File: src/rtl/core_pkg.sv
// core_pkg: shared types and constants for the RV32I core front end
package core_pkg;

   typedef enum logic [1:0] {IDLE, FETCH, HOLD, FAULT} fetch_state_t;

   localparam logic [31:0] RESET_PC_DEFAULT = 32'h0000_0000;
   localparam logic [31:0] NOP_INSTR        = 32'h0000_0013;

   localparam logic [6:0] OP_LUI    = 7'b0110111;
   localparam logic [6:0] OP_AUIPC  = 7'b0010111;
   localparam logic [6:0] OP_JAL    = 7'b1101111;
   localparam logic [6:0] OP_JALR   = 7'b1100111;
   localparam logic [6:0] OP_BRANCH = 7'b1100011;
   localparam logic [6:0] OP_LOAD   = 7'b0000011;
   localparam logic [6:0] OP_STORE  = 7'b0100011;
   localparam logic [6:0] OP_IMM    = 7'b0010011;
   localparam logic [6:0] OP_REG    = 7'b0110011;

endpackage

File: src/rtl/next_pc_gen.sv
// next_pc_gen: next-PC selection (Jalr > Jal/Branch > sequential) and misalignment check
module next_pc_gen (
   input  logic [31:0] pc,
   input  logic        branch,
   input  logic        jal,
   input  logic        jalr,
   input  logic [31:0] imm,
   input  logic [31:0] alu_result,
   output logic [31:0] next_pc,
   output logic        misaligned
);

   // jalr clears bit 0, so any remaining low-bit set means a non-word target
   always_comb begin
      next_pc    = jalr ? {alu_result[31:1], 1'b0} : (jal | branch) ? pc + imm : pc + 32'd4;
      misaligned = next_pc[1:0] != 2'b00;
   end

endmodule

File: src/rtl/fetch_unit.sv
// fetch_unit: owns the PC, fetches one word at a time and holds it until retired
module fetch_unit
   import core_pkg::*;
#(
   parameter logic [31:0] RESET_PC  = RESET_PC_DEFAULT,
   parameter logic [31:0] NOP_INSTR = core_pkg::NOP_INSTR
) (
   input  logic        clk,
   input  logic        nrst,
   output logic        imem_req,
   output logic [31:0] imem_addr,
   input  logic        imem_ack,
   input  logic [31:0] imem_rdata,
   output logic [31:0] instruction,
   output logic [31:0] pc,
   output logic [31:0] pc_plus4,
   output logic        instr_valid,
   input  logic        instr_done,
   input  logic        Branch,
   input  logic        Jal,
   input  logic        Jalr,
   input  logic [31:0] Imm,
   input  logic [31:0] ALU_result,
   output logic        fetch_fault
);

   fetch_state_t state;
   logic [31:0]  instr_q;
   logic [31:0]  next_pc;
   logic         misaligned;

   next_pc_gen u_next_pc_gen (
      .pc         (pc),
      .branch     (Branch),
      .jal        (Jal),
      .jalr       (Jalr),
      .imm        (Imm),
      .alu_result (ALU_result),
      .next_pc    (next_pc),
      .misaligned (misaligned)
   );

   // fetch sequencer; request/valid/fault are registered alongside the state
   always_ff @(posedge clk or negedge nrst) begin
      if (!nrst) begin
         state       <= IDLE;
         pc          <= RESET_PC;
         instr_q     <= NOP_INSTR;
         imem_req    <= 1'b0;
         instr_valid <= 1'b0;
         fetch_fault <= 1'b0;
      end else begin
         case (state)
            IDLE: begin
               state    <= FETCH;
               imem_req <= 1'b1;
            end
            FETCH: if (imem_ack) begin
               instr_q     <= imem_rdata;
               imem_req    <= 1'b0;
               instr_valid <= 1'b1;
               state       <= HOLD;
            end
            HOLD: if (instr_done) begin
               pc          <= next_pc;
               instr_valid <= 1'b0;
               fetch_fault <= misaligned;
               imem_req    <= !misaligned;
               state       <= misaligned ? FAULT : FETCH;
            end
            FAULT: state <= FAULT;
         endcase
      end
   end

   // outputs derived from the held PC and instruction register
   always_comb begin
      imem_addr   = pc;
      pc_plus4    = pc + 32'd4;
      instruction = instr_valid ? instr_q : NOP_INSTR;
   end

endmodule
File: config.mk
export PLATFORM = sky130hd
export DESIGN_NAME = fetch_unit
export DESIGN_NICKNAME = d
export VERILOG_FILES = /design/src/rtl/core_pkg.sv /design/src/rtl/next_pc_gen.sv /design/src/rtl/fetch_unit.sv
export SDC_FILE = /design/constraint.sdc
export NUM_CORES = 1
export LEC_CHECK = 0
export CORE_AREA = 2 2 93 184
export DETAILED_ROUTE_END_ITERATION = 12
export DIE_AREA = 0 0 95 186
export PLACE_DENSITY = 0.72
export RECOVER_POWER = 100
export SLEW_MARGIN = 10
export SYNTH_ARGS = -nofsm -noshare
export SYNTH_HDL_FRONTEND = slang
export SYNTH_HIERARCHICAL = 1
export SYNTH_SLANG_ARGS = --single-unit
File: constraint.sdc
create_clock -name clk -period 4.1 [get_ports clk]
set_input_delay 0.82 -clock clk [delete_from_list [all_inputs] [get_ports clk]]
set_output_delay 0.82 -clock clk [all_outputs]
set_load 0.02 [all_outputs]
==> results of run 1 <==
-- worst max-delay path: cells and delay by family --
kind            cells  cell delay, ns
compound gates      7            1.65
mux                 2            0.41
fa+ha+maj           2            0.63
buf+inv             2            0.60
-- worst max-delay path by stage --
stage / endpoint / from / cells after the start
global placement: imem_addr[16] / Imm[0] / 14
finish: imem_addr[28] / Imm[0] / 13
global route: imem_addr[28] / Imm[0] / 13
CTS: pc_plus4[27] / imem_addr[4] / 5
floorplan: imem_addr[26] / Imm[0] / 10
detailed placement: imem_addr[28] / Imm[0] / 13
-- Yosys cell counts, drive strengths merged, types with 22 or more instances --
library cell   n  area [um^2]
o21ai         46          238
nand2         68          255
xnor2         50          438
nand3         32          173
mux2          66          743
buf           42          295
ha            33          413
nor2          35          131
a21oi         44          220
nand4         22          138
dfrtp         66         1650
and2          29          181
xor2          29          254
-- layout by cell type, fill, tap and decap left out, drive strengths merged, types with 3 or more instances in the layout --
cell,count
a22oi,9
a221oi,4
or2,3
clkinv,3
clkdlybuf4s50,100
nand2b,4
nor2b,6
ha,33
xnor2,50
buf,41
a211oi,9
nor2,35
nand2,68
nand3,32
o21bai,7
dfrtp,66
and2,29
a31oi,5
o221ai,3
dlygate4sd3,131
xor2,29
mux2,66
o22ai,3
a21o,9
dfstp,3
o211ai,7
clkbuf,15
o21a,9
o21ai,46
and4,7
nor3,13
a21oi,44
and3,15
nand4,22
nor4,6
inv,15
-- power by group through the flow --
| stage | Sequential [uW] | Clock, uW | Combinational, uW |
|---|---|---|---|
| 2_1_floorplan | 1530 | 0 | 2560 |
| 3_3_place_gp | 1430 | 0 | 4470 |
| 3_5_place_dp | 1450 | 0 | 4500 |
| 4_1_cts | 1440 | 836 | 4520 |
| 5_1_grt | 1480 | 863 | 4620 |
| 6_report | 1430 | 825 | 4290 |
-- area by class of cell --
type                            count  area [um^2]  area share [%]
Tap cell                          204          255            2.77
Timing Repair Buffer              277         2640            28.6
Inverter                           15         56.3           0.610
Multi-Input combinational cell    588         4230            45.8
Antenna cell                        2         5.00          0.0542
Clock buffer                       10          239            2.59
Clock inverter                      6         71.3           0.773
Sequential cell                    69         1730            18.8
-- kinds of logic after synthesis --
family	count (synthesis)	synth area share (%)
AO/OA/AOI/OAI	165	16.8
multiplexers	68	11.9
flip-flops	69	27.0
adder cells (fa/ha/maj)	34	6.76
AND/OR/NAND/NOR	242	20.0
XOR/XNOR	79	10.8
buffers and inverters	78	6.73
-- state kept, by name (all words and copies together) (netlist names) --
signal and flops:
imem_addr 32, imem_req 1, fetch_fault 1, instr_valid 1
state 2, instr_q 32
-- layer usage --
metal,routed length (um),up-vias,GRT usage (%)
met2,13100,296,50.4
met1,7620,3120,25.8
met3,1510,84,3.72
met4,1420,0,16.5
met5,0,-,0
li1,-,3067,-
-- what timing repair did --
item,in CTS,in global routing
endpoints found under the setup margin,0,3
resized for setup,0,1
buffers inserted,0,0
endpoints found under the hold margin,0,0
-- through the flow --
stage	area, um^2	setup TNS, ns	utilization, %	total power, uW	hold slack [ns]
finish	9230	0	56.7	6550	0.498
CTS	9250	0	56.8	6800	0.499
floorplan	6400	0	-	4090	0.471
global route	9230	0	56.7	6970	0.519
global placement	8940	-0.0697	54.9	5900	0.467
detailed placement	8940	-0.314	54.9	5950	0.473
==> summary.md, run 1 <==
| Metric | Value |
|---|---|
| R2R setup slack | 0.46 ns |
| Worst-skew pair later-pin latency | 0.35 ns |
| DP Cell Count | 1153 |
| Hold path depth | 1 |
| DRT antenna net count | 0 |
| DR WL/cell | 20.2 um |
| NetSw | 3080 uW |
| CP max-delay cell | clkdlybuf4s50_1 |
| EDFF count, synth | 0 |
| Via Count | 6567 |
| Pleak | 0.00405 uW |
| Worst r2r src | imem_addr[2] |
| Iteration-0 DRC Markers | 308 |
| Worst Hold Class | flop to flop |
| Top cell by count, worst path | a211oi_1 |
| Hold_sp | instr_q[19] |
| DRC viols | 0 |
| Violated checks | capacitance limit, slew limit |
| Num CTS Buffers | 9 |
| Cell area after synthesis | 0.00640 mm^2 |
| Register area share after synthesis | 27.0% |
| Ys async rst share | 100% |
| Cell chain of the critical path | clkdlybuf4s50_1, ha_1, fa_1, a211oi_1, o21bai_1, clkbuf_4, a211oi_1, o31ai_1, a31oi_1, o21ai_1, mux2i_1, o21a_1, mux2_2 |
| HPWL Detailed | 18400 um |
| Minimum clock period after layout | 3.88 ns |
| Crit path arrival time | 4.11 ns |
| Root Buffer | clkbuf_16 |
| Sw Share | 47.0% |
| NumNets Final | 1097 |
| RSZ-0062 raised after global routing | no |
| Final worst slack | 0.225 ns |
| Cell row count | 66 |
| Fillers | 1524 |
| Fin. Hold Viols | 0 |
| Worst path required time | 4.33 ns |
| Die W | 95 um |
| Layout Cells excl Fill | 1171 |
| Maxcap violations | 2 |
| Clk pwr share | 12.6% |
| Clock slew seen by the registers of the worst setup and hold paths | 0.06 ns |
| Reg-to-reg endpoint | imem_addr[29] |
| Final Skew | 0.00991 ns |
| IR drop worst, VDD | 0.286 mV |
| CP max FO | 2 |
| Startpoint Class | input port |
| Drt first pass iters | 5 |
| Comb power frac | 65.6% |
| Sequential Power Share | 21.8% |
| Effective utilization at floorplan | 39.3% |
| TritonCTS clock tree | done |
| Synth warn | 6 |
| Core ar. | 0.0163 mm^2 |
| Drt total wl | 23600 um |
| Status | finished, violations left |
| Initial antenna violation count | 1 |
| Die H | 186 um |
| Die area | 0.0177 mm^2 |
| Largest net degree at the start of global routing | 70 |
| Dpl ws | -0.115 ns |
| Via density | 5.61 |
| Worst Hold Path EP | instr_q[19] |
| Syn avg cell area | 8.71 um^2 |
| Grt ovf | 0 |
| Mapped Nets | 872 |
| Hold_buf cts | 0 |
| Cells after Synth | 735 |
| Share of cells above drive strength 1 | 14.5% |
| Ports | 234 |
| Gr usage total | 26.5% |
| Flops & latches, synth | 69 |
| Clk sinks | 69 |
| Gpl congestion | 1.00 |
| Vias in the first global route | 6638 |
| Port bufs | 232 |
| Fin. max-slew vios | 106 |
| Critical path type | input port to flop |
| Reg2reg path depth | 13 |
| Area growth, synth to finish | 44.2% |
| Critical Path Sink Type | flop |
| Final cycle utilization of the critical path | 94.5% |
| CP max stage delay | 0.42 ns |
| Internal Pwr Total | 3470 uW |
| Synth Flop Type | dfrtp_1 |
| Post-synthesis cell type count | 56 |
| First-pass GRT wire length | 35400 um |
| Clock Tree Buf Depth | 2 |
| Relative slew slack | -46.3% |
| F_max | 0.258 GHz |
| Final Setup Violations | 0 |
| Worst-Margin Slew | 2.19 ns |
| Pwr dens | 709 mW/mm^2 |
| H-tree Lvls | 3 |
Power figures use the tool's default switching activity.
==> run 2, diff against run 1 <==
--- a/config.mk
+++ b/config.mk
@@ -5,10 +5,10 @@
 export SDC_FILE = /design/constraint.sdc
 export NUM_CORES = 1
 export LEC_CHECK = 0
-export CORE_AREA = 2 2 93 184
+export CORE_AREA = 2 2 87 172
 export DETAILED_ROUTE_END_ITERATION = 12
-export DIE_AREA = 0 0 95 186
-export PLACE_DENSITY = 0.72
+export DIE_AREA = 0 0 89 174
+export PLACE_DENSITY = 0.81
 export RECOVER_POWER = 100
 export SLEW_MARGIN = 10
 export SYNTH_ARGS = -nofsm -noshare
==> constraint.sdc (replaced) <==
create_clock -name clk -period 4 [get_ports clk]
set_input_delay 0.8 -clock clk [delete_from_list [all_inputs] [get_ports clk]]
set_output_delay 0.8 -clock clk [all_outputs]
set_load 0.02 [all_outputs]
==> run 2 against run 1 <==
  * Cell count down 1.5%
  * The flow still finishes with violations (capacitance limit, slew limit)
  * Clock power is 10% higher
  * Count of clock-buffer cells in the layout is 1 lower
  * Sequential share of layout area is 0.12 points higher
  * Combinational power up 3%
  * Total power rose by 3.4%
  * Worst setup slack lost 0.076 ns
  * Critical endpoint is now imem_addr[30]
  * First-iteration DRC count is 39% higher
  * Clock skew is 0.0025 ns lower
  * Register-to-register slack got worse by 0.05 ns
  * Sequential power barely moved
==> summary.md, run 2 (synthesis gave the netlist of run 1 again) <==
| Metric | Value |
|---|---|
| Largest net degree at the start of global routing | 43 (was 70) |
| CP max stage delay | 0.46 ns (was 0.42 ns) |
| Area growth, synth to finish | 43.3% (was 44.2%) |
| Share of cells above drive strength 1 | 13.8% (was 14.5%) |
| Clock Tree Buf Depth | 2 (unchanged) |
| CP max-delay cell | clkdlybuf4s50_1 (unchanged) |
| Pleak | 0.00402 uW (was 0.00405 uW) |
| Via density | 5.77 (was 5.61) |
| Vias in the first global route | 6781 (was 6638) |
| Worst r2r src | imem_addr[8] (was imem_addr[2]) |
| Minimum clock period after layout | 3.85 ns |
| Die H | 174 um (was 186 um) |
| RSZ-0062 raised after global routing | no (unchanged) |
| DRT antenna net count | 0 (unchanged) |
| Hold_buf cts | 0 (unchanged) |
| DR WL/cell | 21.2 um (was 20.2 um) |
| Maxcap violations | 3 (was 2) |
| Critical Path Sink Type | flop (unchanged) |
| CP max FO | 3 (was 2) |
| Most frequent cells in the layout | dlygate4sd3_1, clkdlybuf4s50_1, nand2_1 (unchanged) |
| Port bufs | 232 (unchanged) |
| F_max | 0.260 GHz |
| Final Skew | 0.00740 ns (was 0.00991 ns) |
| Violated checks | capacitance limit, slew limit (unchanged) |
| Gpl congestion | 0.996 (was 1.00) |
| Startpoint Class | input port (unchanged) |
| Effective utilization at floorplan | 44.8% (was 39.3%) |
| Via Count | 6649 (was 6567) |
| Hold_sp | fetch_fault (was instr_q[19]) |
| Worst path required time | 4.22 ns (was 4.33 ns) |
| Die W | 89 um (was 95 um) |
| Setup TNS | 0 ns (unchanged) |
| Critical path type | input port to flop (unchanged) |
| Relative slew slack | -48.8% (was -46.3%) |
| Hold path depth | 2 (was 1) |
| Worst Hold Path EP | fetch_fault (was instr_q[19]) |
| Root Buffer | clkbuf_16 (unchanged) |
| Initial antenna violation count | 1 (unchanged) |
| Cell row count | 62 (was 66) |
| DRC viols | 0 (unchanged) |
| Iteration-0 DRC Markers | 428 (was 308) |
| Fillers | 1229 (was 1524) |
| Worst-skew pair later-pin latency | 0.34 ns (was 0.35 ns) |
| Reg-to-reg endpoint | imem_addr[30] (was imem_addr[29]) |
| TritonCTS clock tree | done (unchanged) |
| Fin Hold WS | 0.481 ns (was 0.498 ns) |
| Post-CTS Setup Inserts | 0 (unchanged) |
| Reg2reg path depth | 12 (was 13) |
| Grt ovf | 0 (unchanged) |
| IR drop worst, VDD | 0.361 mV (was 0.286 mV) |
| Fin. max-slew vios | 98 (was 106) |
| Worst-Margin Slew | 2.23 ns (was 2.19 ns) |
| FF/Latch Area | 0.00173 mm^2 (unchanged) |
| H-tree Lvls | 3 (unchanged) |
| Worst Hold Class | flop to flop (unchanged) |
| Commonest non-fill, non-tap cell in the layout | dlygate4sd3_1 (unchanged) |
| Clk sinks | 69 (unchanged) |
| Drt total wl | 24400 um (was 23600 um) |
| Final cycle utilization of the critical path | 96.3% |
| CP startpoint | Imm[0] (unchanged) |
| Num CTS Buffers | 9 (unchanged) |
| Drt first pass iters | 5 (unchanged) |
| Pwr dens | 738 mW/mm^2 (was 709 mW/mm^2) |
| Status | finished, violations left (unchanged) |
| HPWL Detailed | 18400 um (about the same) |
| Gr usage total | 31.3% (was 26.5%) |
| Crit path arrival time | 4.07 ns (was 4.11 ns) |
| Multi-input gate area | 0.00421 mm^2 (was 0.00423 mm^2) |
| Overall Power | 6770 uW (was 6550 uW) |
| Post-CTS Resized | 0 (unchanged) |
| Ports | 234 (unchanged) |
| Core ar. | 0.0143 mm^2 (was 0.0163 mm^2) |
| First-pass GRT wire length | 36800 um (was 35400 um) |
| R2R setup slack | 0.41 ns (was 0.46 ns) |
| Die area | 0.0155 mm^2 (was 0.0177 mm^2) |
| Fin. Hold Viols | 0 (unchanged) |
| Final Setup Violations | 0 (unchanged) |
| NumNets Final | 1092 (was 1097) |
| Cell chain of the critical path | clkdlybuf4s50_1, ha_1, fa_1, a211oi_1, o21bai_1, a211oi_1, clkbuf_1, nor4_1, o21ai_1, clkbuf_1, o41ai_1, xnor2_1, o21ai_1, mux2_2 (was clkdlybuf4s50_1, ha_1, fa_1, a211oi_1, o21bai_1, clkbuf_4, a211oi_1, o31ai_1, a31oi_1, o21ai_1, mux2i_1, o21a_1, mux2_2) |
| Clock slew seen by the registers of the worst setup and hold paths | 0.07 ns (was 0.06 ns) |
## run 2: area by class of cell
class                      count  area share, %
clock buffer                   9           2.46
timing repair buffer         272           28.3
tap                          192           2.62
antenna                        1         0.0273
sequential                    69           18.9
inverter                      15          0.614
clock inverter                 7           1.12
multi-input combinational    588           46.0
## run 2: worst max-delay path by stage
stage,endpoint,slack [ns]
after floorplan,imem_addr[26],0.72
after global placement,imem_addr[28],0.04
after detailed placement,imem_addr[28],0.006
after CTS,pc_plus4[30],0.18
after global routing,pc_plus4[16],0.04
final,imem_addr[30],0.15
## run 2: power by group
group,switching (uW),internal [uW]
clock network,353,556
logic,2430,2000
registers,424,1010
total,3210,3570
## run 2: critical path: cells and delay by family
kind                       cells  cell delay (ns)
and+or+nand+nor                1             0.42
xor gates and xnor gates       1             0.17
adders and majority gates      2             0.41
muxes                          1             0.27
AOI/OAI and AO/OA              6             1.24
buffers and inverters          3             0.76
## run 2: metal layers
layer / vias up / GRT usage (%) / routed length, um / share of wire (%)
li1: 3059 / - / - / -
met1: 3147 / 32.3 / 8100 / 33
met2: 346 / 55.6 / 13000 / 53
met3: 97 / 5.70 / 1680 / 6.9
met4: 0 / 19.6 / 1650 / 6.8
met5: - / 0 / 0 / 0
## run 2: metrics by stage
step | util (%) | area (um^2) | worst slack (ns) | std cells
floorplan | - | 6400 | 0.717 | 735
CTS | 64.5 | 9210 | 0.184 | 1152
global placement | 62.2 | 8880 | 0.0366 | 1136
detailed placement | 62.2 | 8880 | 0.00604 | 1136
finish | 64.2 | 9170 | 0.149 | 1153
global route | 64.2 | 9170 | 0.0383 | 1153
==> run 3, diff against run 2 <==
--- a/config.mk
+++ b/config.mk
@@ -5,10 +5,11 @@
 export SDC_FILE = /design/constraint.sdc
 export NUM_CORES = 1
 export LEC_CHECK = 0
-export CORE_AREA = 2 2 87 172
+export CORE_AREA = 2 2 86 171
+export CTS_BUF_LIST = sky130_fd_sc_hd__clkbuf_4 sky130_fd_sc_hd__clkbuf_8
 export DETAILED_ROUTE_END_ITERATION = 12
-export DIE_AREA = 0 0 89 174
-export PLACE_DENSITY = 0.81
+export DIE_AREA = 0 0 88 173
+export PLACE_DENSITY = 0.82
 export RECOVER_POWER = 100
 export SLEW_MARGIN = 10
 export SYNTH_ARGS = -nofsm -noshare
==> run 3 against run 2 <==
  * The run still ends with capacitance limit, slew limit left
  * Maximum frequency shrank 0.67%
  * Sequential share of layout area up 0.23 points
  * First-iteration DRC count fell by 18%
  * Clock skew up 0.0054 ns
  * Core utilization increased by 1.3 points
  * Design area down 1.2%
  * Sequential cell count is the same
  * Non-clock buffer count down 1
  * Die area decreased by 1.7%
  * Worst hold slack got worse by 0.0015 ns
==> summary.md, run 3 (synthesis gave the netlist of run 1 again) <==
| Metric | Value |
|---|---|
| Worst Hold Class | flop to flop (unchanged) |
| Most frequent cells in the layout | dlygate4sd3_1, clkdlybuf4s50_1, nand2_1 (unchanged) |
| CP startpoint | imem_addr[2] (was Imm[0]) |
| Largest net degree at the start of global routing | 38 (was 43) |
| Final Setup Violations | 0 (unchanged) |
| Die area | 0.0152 mm^2 (was 0.0155 mm^2) |
| DR WL/cell | 20.9 um (was 21.2 um) |
| Post-CTS Setup Inserts | 0 (unchanged) |
| Status | finished, violations left (unchanged) |
| Startpoint Class | flop (was input port) |
| # diodes | 0 (was 1) |
| Area growth, synth to finish | 41.5% (was 43.3%) |
| Worst-Margin Slew | 2.24 ns (was 2.23 ns) |
| Die W | 88 um (was 89 um) |
| Critical path type | flop to output port (was input port to flop) |
| Relative slew slack | -49.5% (was -48.8%) |
| First-pass GRT wire length | 36100 um (was 36800 um) |
| Worst path required time | 3.20 ns (was 4.22 ns) |
| Pleak | 0.00396 uW (was 0.00402 uW) |
| FF/Latch Area | 0.00173 mm^2 (unchanged) |
| Critical Path Sink Type | output port (was flop) |
| Vias in the first global route | 6679 (was 6781) |
| Gpl congestion | 0.957 (was 0.996) |
| Clock slew seen by the registers of the worst setup and hold paths | 0.09 ns (was 0.07 ns) |
| Commonest non-fill, non-tap cell in the layout | dlygate4sd3_1 (unchanged) |
| DRT antenna net count | 0 (unchanged) |
| Final Skew | 0.0128 ns (was 0.00740 ns) |
| Effective utilization at floorplan | 46.3% (was 44.8%) |
| Fin Hold WS | 0.479 ns (was 0.481 ns) |
| Violated checks | capacitance limit, slew limit (unchanged) |
| Num CTS Buffers | 9 (unchanged) |
| Share of cells above drive strength 1 | 13.9% (was 13.8%) |
| NumNets Final | 1091 (was 1092) |
| Drt first pass iters | 5 (unchanged) |
| Core ar. | 0.0138 mm^2 (was 0.0143 mm^2) |
| Multi-input gate area | 0.00425 mm^2 (was 0.00421 mm^2) |
| Fillers | 1172 (was 1229) |
| Iteration-0 DRC Markers | 349 (was 428) |
| TritonCTS clock tree | done (unchanged) |
| Fin. max-slew vios | 71 (was 98) |
| Pwr dens | 716 mW/mm^2 (was 738 mW/mm^2) |
| Via density | 5.80 (was 5.77) |
| CP max FO | 14 (was 3) |
| F_max | 0.258 GHz (was 0.260 GHz) |
| Layout Cells excl Fill | 1148 (was 1153) |
| Minimum clock period after layout | 3.88 ns (was 3.85 ns) |
| Worst r2r src | imem_addr[0] (was imem_addr[8]) |
| Hold_buf cts | 0 (unchanged) |
| Final cycle utilization of the critical path | 96.9% (was 96.3%) |
| Clock Tree Buf Depth | 2 (unchanged) |
| Via Count | 6661 (was 6649) |
| Gr usage total | 30.9% (was 31.3%) |
| Maxcap violations | 2 (was 3) |
| Crit path arrival time | 3.08 ns (was 4.07 ns) |
| Overall Power | 6490 uW (was 6770 uW) |
| Hold_sp | fetch_fault (unchanged) |
| Worst-skew pair later-pin latency | 0.37 ns (was 0.34 ns) |
| Initial antenna violation count | 0 (was 1) |
| Die H | 173 um (was 174 um) |
| Root Buffer | clkbuf_8 (was clkbuf_16) |
| Cell row count | 61 (was 62) |
| Setup TNS | 0 ns (unchanged) |
| HPWL Detailed | 18400 um (about the same) |
| H-tree Lvls | 3 (unchanged) |
| IR drop worst, VDD | 0.331 mV (was 0.361 mV) |
| Fin. Hold Viols | 0 (unchanged) |
| Ports | 234 (unchanged) |
| DP Cell Count | 1132 (was 1136) |
| Drt total wl | 24000 um (was 24400 um) |
| Clk sinks | 69 (unchanged) |
| Port bufs | 232 (unchanged) |
| RSZ-0062 raised after global routing | no (unchanged) |
| DRC viols | 0 (unchanged) |
| Grt ovf | 0 (unchanged) |
## run 3: path summary, 6_finish.rpt
kind | end | slack, ns | cells after the start
max | pc_plus4[24] | 0.12 | 6
min | fetch_fault | 0.48 | 2
max reg2reg | imem_addr[16] | 0.53 | 12
min reg2reg | fetch_fault | 0.48 | 2
max in group asynchronous | instr_q[12] | 1.08 | 2
min in group asynchronous | imem_addr[6] | 1.01 | 1
## run 3: cell type report
cell class	count	share of cell area [%]
clock buffers	9	1.37
clock inverters	7	0.884
inverters	15	0.622
multi-input cells	588	46.9
flip-flops and latches	69	19.1
well taps	189	2.61
repair buffers	271	28.5
## run 3: layer usage
metal | global-route usage [%] | vias up | routed length (um)
met1 | 31.1 | 3139 | 8030
met2 | 57.5 | 362 | 13000
met5 | 0 | - | 0
met3 | 4.96 | 101 | 1530
li1 | - | 3059 | -
met4 | 16.8 | 0 | 1380
## run 3: worst max-delay path, stage by stage (launching register included)
cell and delay [ns]:
dfrtp_1 0.62, ha_1 0.31, nand4_1 0.21, nor4_2 0.44, nand4_1 0.24, xnor2_1 0.18, dlygate4sd3_1 0.70
## run 3: metrics by stage
| stage | worst slack, ns | utilization, % | area, um^2 |
|---|---|---|---|
| after CTS | 0.152 | 65.8 | 9090 |
| after detailed placement | -0.119 | 64.3 | 8880 |
| after global routing | 0.0186 | 65.6 | 9060 |
| final | 0.123 | 65.6 | 9060 |
| after floorplan | 0.717 | - | 6400 |
| after global placement | -0.0205 | 64.3 | 8880 |
## run 3: power breakdown
part           leakage [uW]  total [uW]  internal [uW]  switching [uW]
Combinational       0.00301        4420           2020            2400
Sequential         0.000851        1440           1000             433
Clock             0.0000968         627            296             332
Total               0.00396        6490           3320            3170
## run 3: repair_timing
item,in CTS,in global routing
setup endpoints to repair,0,5
hold endpoints to repair,0,0
gates resized for setup,0,2
